**src/rtl/seg_scan6.sv**
```systemverilog
// Six-digit multiplexed 7-segment scan driver with dead time, frame-latched shadows and blink.
// All pin outputs are registered and reflect the (cnt, idx) state of the previous cycle.
module seg_scan6 #(
    parameter int SCAN_DIV     = 50000,
    parameter int DEAD         = 2,
    parameter int BLINK_FRAMES = 64,
    parameter int SEG_ACT_LOW  = 1,
    parameter int DIG_ACT_LOW  = 1
) (
    input  logic       clk,
    input  logic       rst,
    input  logic [6:0] h10,
    input  logic [6:0] h1,
    input  logic [6:0] m10,
    input  logic [6:0] m1,
    input  logic [6:0] s10,
    input  logic [6:0] s1,
    input  logic       blink_en,
    output logic [6:0] seg_out,
    output logic       dp_out,
    output logic [5:0] an_out,
    output logic       frame_tick
);

    localparam int CW = (SCAN_DIV > 1) ? $clog2(SCAN_DIV) : 1;
    localparam int FW = (BLINK_FRAMES > 1) ? $clog2(BLINK_FRAMES) : 1;
    localparam logic [CW-1:0] LAST_CNT   = CW'(SCAN_DIV - 1);
    localparam logic [CW-1:0] DEAD_CNT   = CW'(DEAD);
    localparam logic [FW-1:0] LAST_FRAME = FW'(BLINK_FRAMES - 1);
    localparam logic SEG_INV = (SEG_ACT_LOW != 0);
    localparam logic DIG_INV = (DIG_ACT_LOW != 0);

    typedef enum logic {VISIBLE = 1'b0, HIDDEN = 1'b1} phase_t;

    logic [CW-1:0] cnt;
    logic [2:0]    idx;
    logic [FW-1:0] frame_cnt;
    phase_t        phase;
    logic [6:0]    sh_h10, sh_h1, sh_m10, sh_m1, sh_s10, sh_s1;

    logic       wrap_slot;
    logic       wrap_frame;
    logic       visible;
    logic       active;
    logic [6:0] shadow_sel;
    logic [5:0] an_n;
    logic [6:0] seg_n;
    logic       dp_n;

    assign wrap_slot  = (cnt == LAST_CNT);
    assign wrap_frame = wrap_slot && (idx == 3'd5);
    // blink_en low overrides the stored phase so visibility returns on the very next output
    assign visible    = !blink_en || (phase == VISIBLE);
    assign active     = visible && (cnt >= DEAD_CNT);

    always_comb begin
        shadow_sel = 7'h00;
        case (idx)
            3'd0:    shadow_sel = sh_h10;
            3'd1:    shadow_sel = sh_h1;
            3'd2:    shadow_sel = sh_m10;
            3'd3:    shadow_sel = sh_m1;
            3'd4:    shadow_sel = sh_s10;
            3'd5:    shadow_sel = sh_s1;
            default: shadow_sel = 7'h00;
        endcase
    end

    assign an_n  = active ? (6'b100000 >> idx) : 6'b000000;
    assign seg_n = active ? shadow_sel : 7'h00;
    assign dp_n  = active && ((idx == 3'd1) || (idx == 3'd3));

    always_ff @(posedge clk) begin
        if (rst) begin
            cnt        <= '0;
            idx        <= 3'd0;
            frame_cnt  <= '0;
            phase      <= VISIBLE;
            sh_h10     <= 7'h00;
            sh_h1      <= 7'h00;
            sh_m10     <= 7'h00;
            sh_m1      <= 7'h00;
            sh_s10     <= 7'h00;
            sh_s1      <= 7'h00;
            frame_tick <= 1'b0;
            an_out     <= {6{DIG_INV}};
            seg_out    <= {7{SEG_INV}};
            dp_out     <= SEG_INV;
        end else begin
            cnt <= wrap_slot ? '0 : cnt + CW'(1);
            if (wrap_slot) begin
                idx <= (idx == 3'd5) ? 3'd0 : idx + 3'd1;
            end

            // Latch all six digits at once so a displayed frame never mixes old and new time
            if (wrap_frame) begin
                sh_h10 <= h10;
                sh_h1  <= h1;
                sh_m10 <= m10;
                sh_m1  <= m1;
                sh_s10 <= s10;
                sh_s1  <= s1;
            end
            frame_tick <= wrap_frame;

            if (!blink_en) begin
                frame_cnt <= '0;
                phase     <= VISIBLE;
            end else if (wrap_frame) begin
                if (frame_cnt == LAST_FRAME) begin
                    frame_cnt <= '0;
                    phase     <= (phase == VISIBLE) ? HIDDEN : VISIBLE;
                end else begin
                    frame_cnt <= frame_cnt + FW'(1);
                end
            end

            an_out  <= an_n ^ {6{DIG_INV}};
            seg_out <= seg_n ^ {7{SEG_INV}};
            dp_out  <= dp_n ^ SEG_INV;
        end
    end

endmodule

```
**config.mk**
```make
export PLATFORM = sky130hd
export DESIGN_NAME = seg_scan6
export DESIGN_NICKNAME = d
export VERILOG_FILES = /design/src/rtl/seg_scan6.sv
export SDC_FILE = /design/constraint.sdc
export NUM_CORES = 1
export LEC_CHECK = 0
export ABC_AREA = 1
export CELL_PAD_IN_SITES_DETAIL_PLACEMENT = 0
export CELL_PAD_IN_SITES_GLOBAL_PLACEMENT = 1
export CORE_MARGIN = 2
export CORE_UTILIZATION = 39
export CTS_BUF_LIST = sky130_fd_sc_hd__clkbuf_2
export DETAILED_ROUTE_END_ITERATION = 10
export PLACE_DENSITY_LB_ADDON = 0.12
export SYNTH_ARGS = -nofsm -noshare
export SYNTH_HDL_FRONTEND = slang
export SYNTH_SLANG_ARGS = --single-unit
export TNS_END_PERCENT = 1
```
**constraint.sdc**
```tcl
create_clock -name clk -period 1.8 [get_ports clk]
set_input_delay 0.36 -clock clk [delete_from_list [all_inputs] [get_ports clk]]
set_output_delay 0.36 -clock clk [all_outputs]
set_load 0.01 [all_outputs]
```
Word level (Yosys, flattened, before mapping):

Index checks and enable logic that the tools add are counted.

* add/subtract/negate cells: 3
* $lt $le $gt $ge: 1
* equality and inequality tests: 7
* shifts and indexed selects: 1
* mux-type cells: 6
* bitwise gates (word level): 5
* reductions and logical operators: 10

Operators by type and width (count)
* $pmux W7 S6: 1
* $add A16 B1 Y16 const B: 1
* $eq A16 B16 Y1 const B: 1
* $ge A16 B2 Y1 const B: 1
* $mux W6: 2
* $mux W7: 1
* $not A7 Y7: 1
* $add A6 B1 Y6 const B: 1
* $eq A3 B2 Y1 const B: 2
* $eq A3 B3 Y1 const B: 2
* $eq A6 B6 Y1 const B: 1
* $not A6 Y6: 1
* $shr A6 B3 Y6 const A: 1
* $reduce_or A2 Y1: 2
* $add A3 B1 Y3 const B: 1
* $eq A3 B1 Y1 const B: 1
* $logic_and A1 B1 Y1: 3
* $logic_not A3 Y1: 1
* $mux W3: 1
* $not A1 Y1: 3
* $logic_or A1 B1 Y1: 2
* $reduce_and A2 Y1: 1
* $logic_not A1 Y1: 1
* $mux W1: 1

* flip-flop bits (word level): 83
* output and inout port bits: 15

Longest topological paths before layout:

* depth after elaboration: 5
* depth in mapped cells: 11
* depth with buffers taken out: 9

Worst setup path before layout:

OpenSTA, ideal clock, no wires.

* kind: register to register
* start point: reg cnt[1]
* end point: reg sh_h1[1]
* arrival: 1.467 ns
* data required time: 1.668 ns
* setup slack: 0.201 ns
* stages on the path, launching flop included: 11
* clock period less this slack: 1.599 ns
* cell sequence: dfxtp_1 ha_1 nand2_1 nor2_4 inv_2 nor2_4 nand3_1 buf_2 buf_2 nand2_1 a21oi_1

* cells in the longest elaborated chain, start to end: 2

Ends and longest elaborated chain
* from (decl): RTL line 35 `logic [CW-1:0] cnt;`
* from (signal assigned): RTL line 90 `cnt <= wrap_slot ? '0 : cnt + CW'(1);`
* $eq A16 B16 Y1: RTL line 50 `assign wrap_slot = (cnt == LAST_CNT);`
* $logic_and A1 B1 Y1: RTL line 51 `assign wrap_frame = wrap_slot && (idx == 3'd5);`
* to (signal assigned): RTL line 80 `sh_h1 <= 7'h00;`
* to (signal assigned): RTL line 98 `sh_h1 <= h1;`
* to (decl): RTL line 39 `logic [6:0] sh_h10, sh_h1, sh_m10, sh_m1, sh_s10, sh_s1;`

Every way passes these cells.
A chain may end at the register's enable or synchronous reset.

Worst setup path in the final report:

* start point: reg an_out[4]
* end point: out an_out[4]

RTL lines
* from (decl): RTL line 21 `output logic [5:0] an_out,`
* from (signal assigned): RTL line 86 `an_out <= {6{DIG_INV}};`
* from (signal assigned): RTL line 118 `an_out <= an_n ^ {6{DIG_INV}};`

No word-level cell between the ends.

==> out/metrics.json <==
{
  "status": {
    "outcome": "finished, final reports clean"
  },
  "placed_design": {
    "place.port_buffers": 59,
    "dp.final_hpwl_um": 6459,
    "routabilityCongestion": 0.8120
  },
  "synth": {
    "seq_cells_post_synth": 83,
    "post-synth-top-area-cell": "sky130_fd_sc_hd__dfxtp_1",
    "post_synthesis_mean_instance_area_sq_um": 7.057,
    "post-synth-top-area-fraction": 0.4681,
    "synthesis.area_sq_mm": 0.003550,
    "synth_cell_type_count": 26,
    "ys_warn_count": 0,
    "post_synth_inst_count": 503,
    "netlist_top_cells_area": "sky130_fd_sc_hd__dfxtp_1 (47%), sky130_fd_sc_hd__nand2_1 (19%), sky130_fd_sc_hd__a21oi_1 (8.7%)",
    "synthesis.nets": 552,
    "synth.yosys.seq_area_share": 0.4681
  },
  "timing": {
    "fin_crit_sh": 0.9657,
    "slew_headroom": 0.7195,
    "final.setup.tns_ns": 0,
    "tightestPinTransition_ns": 0.4208,
    "post-route-min-period_ns": 1.738,
    "setup-violations-final": 0,
    "achievable-frequency_mhz": 575.3,
    "final-hold-violation-count": 0,
    "finalMaxSlewViolations": 0,
    "clock-skew-final_ns": 0.03020,
    "setup_repair_after_global_routing_missed_its_margin": "true"
  },
  "route": {
    "drt_wl_total_um": 9544,
    "vias": 3413,
    "dr_wl_cell_um": 13.83,
    "drc": 0,
    "first_pass_iters": 4,
    "route.detailed.vias_per_inst": 4.946,
    "ant_nets": 0,
    "drt_iter0_drc": 174
  },
  "die": {
    "ios": 60,
    "std_cell_rows": 34,
    "die_h_um": 99.40,
    "core_area_sq_mm": 0.008763,
    "initial_core_util": 0.4051,
    "die_w_um": 99.40,
    "die_area_sq_mm": 0.009880
  },
  "pwr": {
    "worst_ir_drop_vdd_mv": 0.3474,
    "power.clock.fraction": 0.347,
    "power_switching_uw": 778.0,
    "fraction_of_power_consumed_by_combinational_cells": 0.077,
    "swShare": 0.2403,
    "power_report.internal_total_uw": 2459,
    "leakagePower_uw": 0.001660,
    "power_density_mw_per_mm2": 693.7,
    "power.sequential.fraction": 0.576
  },
  "layout": {
    "layout.nets": 626,
    "layout-drive-gt1-share": 0.1220,
    "synthToLayoutAreaGrowth_pct": 31.48,
    "utilization": 0.5326,
    "antennaDiodeCount": 0
  },
  "clock_tree": {
    "clock-root-buffer": "sky130_fd_sc_hd__clkbuf_2",
    "clock_latency_ns": 0.52,
    "cts_sinks": 83,
    "max-clock-path-buffers": 2,
    "cts.reportedPaths.clkPinSlew_ns": 0.24,
    "cts_tree": "done",
    "cts_htree_levels": 3,
    "cts_made_buffers": 9
  },
  "worst_setup_path": {
    "worst-endpoint-arrival_ns": 1.38,
    "crit_chain": "clkdlybuf4s50_1",
    "end_kind": "output pin",
    "worst_path_largest_cell_delay_ns": 0.52,
    "cp_num_buf_inv": 1,
    "critical_path_peak_fanout": 1,
    "timing.critical_path.slowest_stage_cell": "sky130_fd_sc_hd__clkdlybuf4s50_1",
    "critical_path_required_ns": 1.44,
    "crit_type": "flip-flop to output pin",
    "path_delay_family": "buffers and inverters",
    "nature_of_the_critical_path_startpoint": "flip-flop"
  },
  "global_route": {
    "grt_first_pass_wirelength_um": 15120,
    "grt_antenna_before_repair": 0,
    "overflow": 0,
    "global_route.usage.total": 0.1919,
    "grt_start_max_net_pins": 49,
    "grt_pass1_vias": 3107
  },
  "run": {
    "max-cap-violations": 0
  },
  "min_path": {
    "worst_hold_path_type": "primary input to flip-flop"
  }
}
==> metrics by stage <==
step | setup slack, ns | hold slack, ns | total power (uW) | area [sq um] | std cells
2_1_floorplan | 0.2012 | 0.4295 | 1970 | 3550 | 503
4_1_cts | 0.0002041 | 0.3003 | 3262 | 4477 | 683
3_3_place_gp | 0.09528 | 0.4504 | 2139 | 4345 | 667
5_1_grt | -0.06693 | 0.3075 | 3359 | 4667 | 690
3_5_place_dp | 0.04178 | 0.4563 | 2140 | 4345 | 667
6_report | 0.06170 | 0.3457 | 3237 | 4667 | 690
==> synth_stat cells, drive strengths merged <==
master  instances
nand2         185
dfxtp          83
a21oi          62
nor2           43
inv            36
nand3          29
nand4          14
buf            12
clkbuf          8
o21ai           8
nor3            6
xor2            5
ha              4
or2             2
a22oi           1
a31oi           1
clkinv          1
nor3b           1
o22ai           1
xnor2           1
==> routing by layer <==
| metal | GRT usage | vias to the layer above | routed length, um |
|---|---|---|---|
| met2 | 0.2848 | 78 | 4103 |
| li1 | - | 1759 | - |
| met1 | 0.2848 | 1564 | 4921 |
| met3 | 0.02881 | 12 | 394 |
| met5 | 0 | - | 0 |
| met4 | 0.06533 | 0 | 125 |
==> cell usage in the layout (no fill, tap or decap), types with 3 or more instances in the layout <==
master,Yosys,final
sky130_fd_sc_hd__a21oi_2,0,9
sky130_fd_sc_hd__nor3_1,5,5
sky130_fd_sc_hd__ha_1,4,3
sky130_fd_sc_hd__dfxtp_1,83,77
sky130_fd_sc_hd__clkdlybuf4s50_1,0,45
sky130_fd_sc_hd__inv_1,32,31
sky130_fd_sc_hd__nor2_4,3,3
sky130_fd_sc_hd__nand2_1,184,183
sky130_fd_sc_hd__dlygate4sd2_1,0,10
sky130_fd_sc_hd__buf_12,0,5
sky130_fd_sc_hd__dlymetal6s2s_1,0,4
sky130_fd_sc_hd__nor2_1,40,38
sky130_fd_sc_hd__a21oi_1,62,53
sky130_fd_sc_hd__dfxtp_2,0,4
sky130_fd_sc_hd__xor2_1,5,5
sky130_fd_sc_hd__o21ai_0,8,8
sky130_fd_sc_hd__clkbuf_16,0,3
sky130_fd_sc_hd__nand3_1,29,29
sky130_fd_sc_hd__buf_4,0,16
sky130_fd_sc_hd__nand4_1,14,14
sky130_fd_sc_hd__clkbuf_2,0,10
sky130_fd_sc_hd__inv_2,4,5
==> power by group through the flow <==
| stage | Clock [uW] | Sequential, uW | Combinational (uW) |
|---|---|---|---|
| detailed placement | 0 | 1900 | 241 |
| global placement | 0 | 1900 | 241 |
| global route | 1220 | 1870 | 269 |
| finish | 1120 | 1870 | 249 |
| CTS | 1150 | 1860 | 242 |
| floorplan | 0 | 1900 | 70.5 |
==> cells by family (layout without fill, tap and decap cells) <==
logic type / count (synthesis) / count (layout) / share of synthesized area
compound gates: 73 / 73 / 0.1043
xor+xnor: 6 / 6 / 0.01480
fa+ha+maj: 4 / 4 / 0.01410
buf+inv: 57 / 136 / 0.06944
flops: 83 / 83 / 0.4681
simple gates: 280 / 280 / 0.3292
==> sequential cells by signal, indices dropped and copies added, names as in the netlist <==
name,flops
sh_m10,7
phase,1
idx,3
cnt,16
seg_out,7
sh_h1,7
an_out,6
frame_cnt,6
sh_h10,7
sh_s10,7
frame_tick,1
sh_m1,7
sh_s1,7
dp_out,1
==> timing repair <==
action,4_1_cts,5_1_grt
setup endpoints to repair,12,64
gates resized for setup,13,24
gates cloned,0,3
pin swaps,0,3
hold buffers,0,0
buffers inserted,0,4
==> cell type report <==
cell class	instances	area [sq um]
flip-flops and latches	83	1674
clock buffers	10	50.05
well taps	108	135.1
repair buffers	83	883.3
clock inverters	6	90.09
fillers	888	4096
multi-input cells	363	1695
inverters	37	138.9
==> final timing paths <==
check	end	start	slack, ns	cells after the start
max	an_out[4]	an_out[4]	0.06	1
min	sh_s1[5]	s1[5]	0.35	3
max reg2reg	frame_cnt[4]	cnt[0]	0.07	11
min reg2reg	cnt[0]	cnt[0]	0.48	1
No activity file was read; power rests on OpenSTA's default activity.
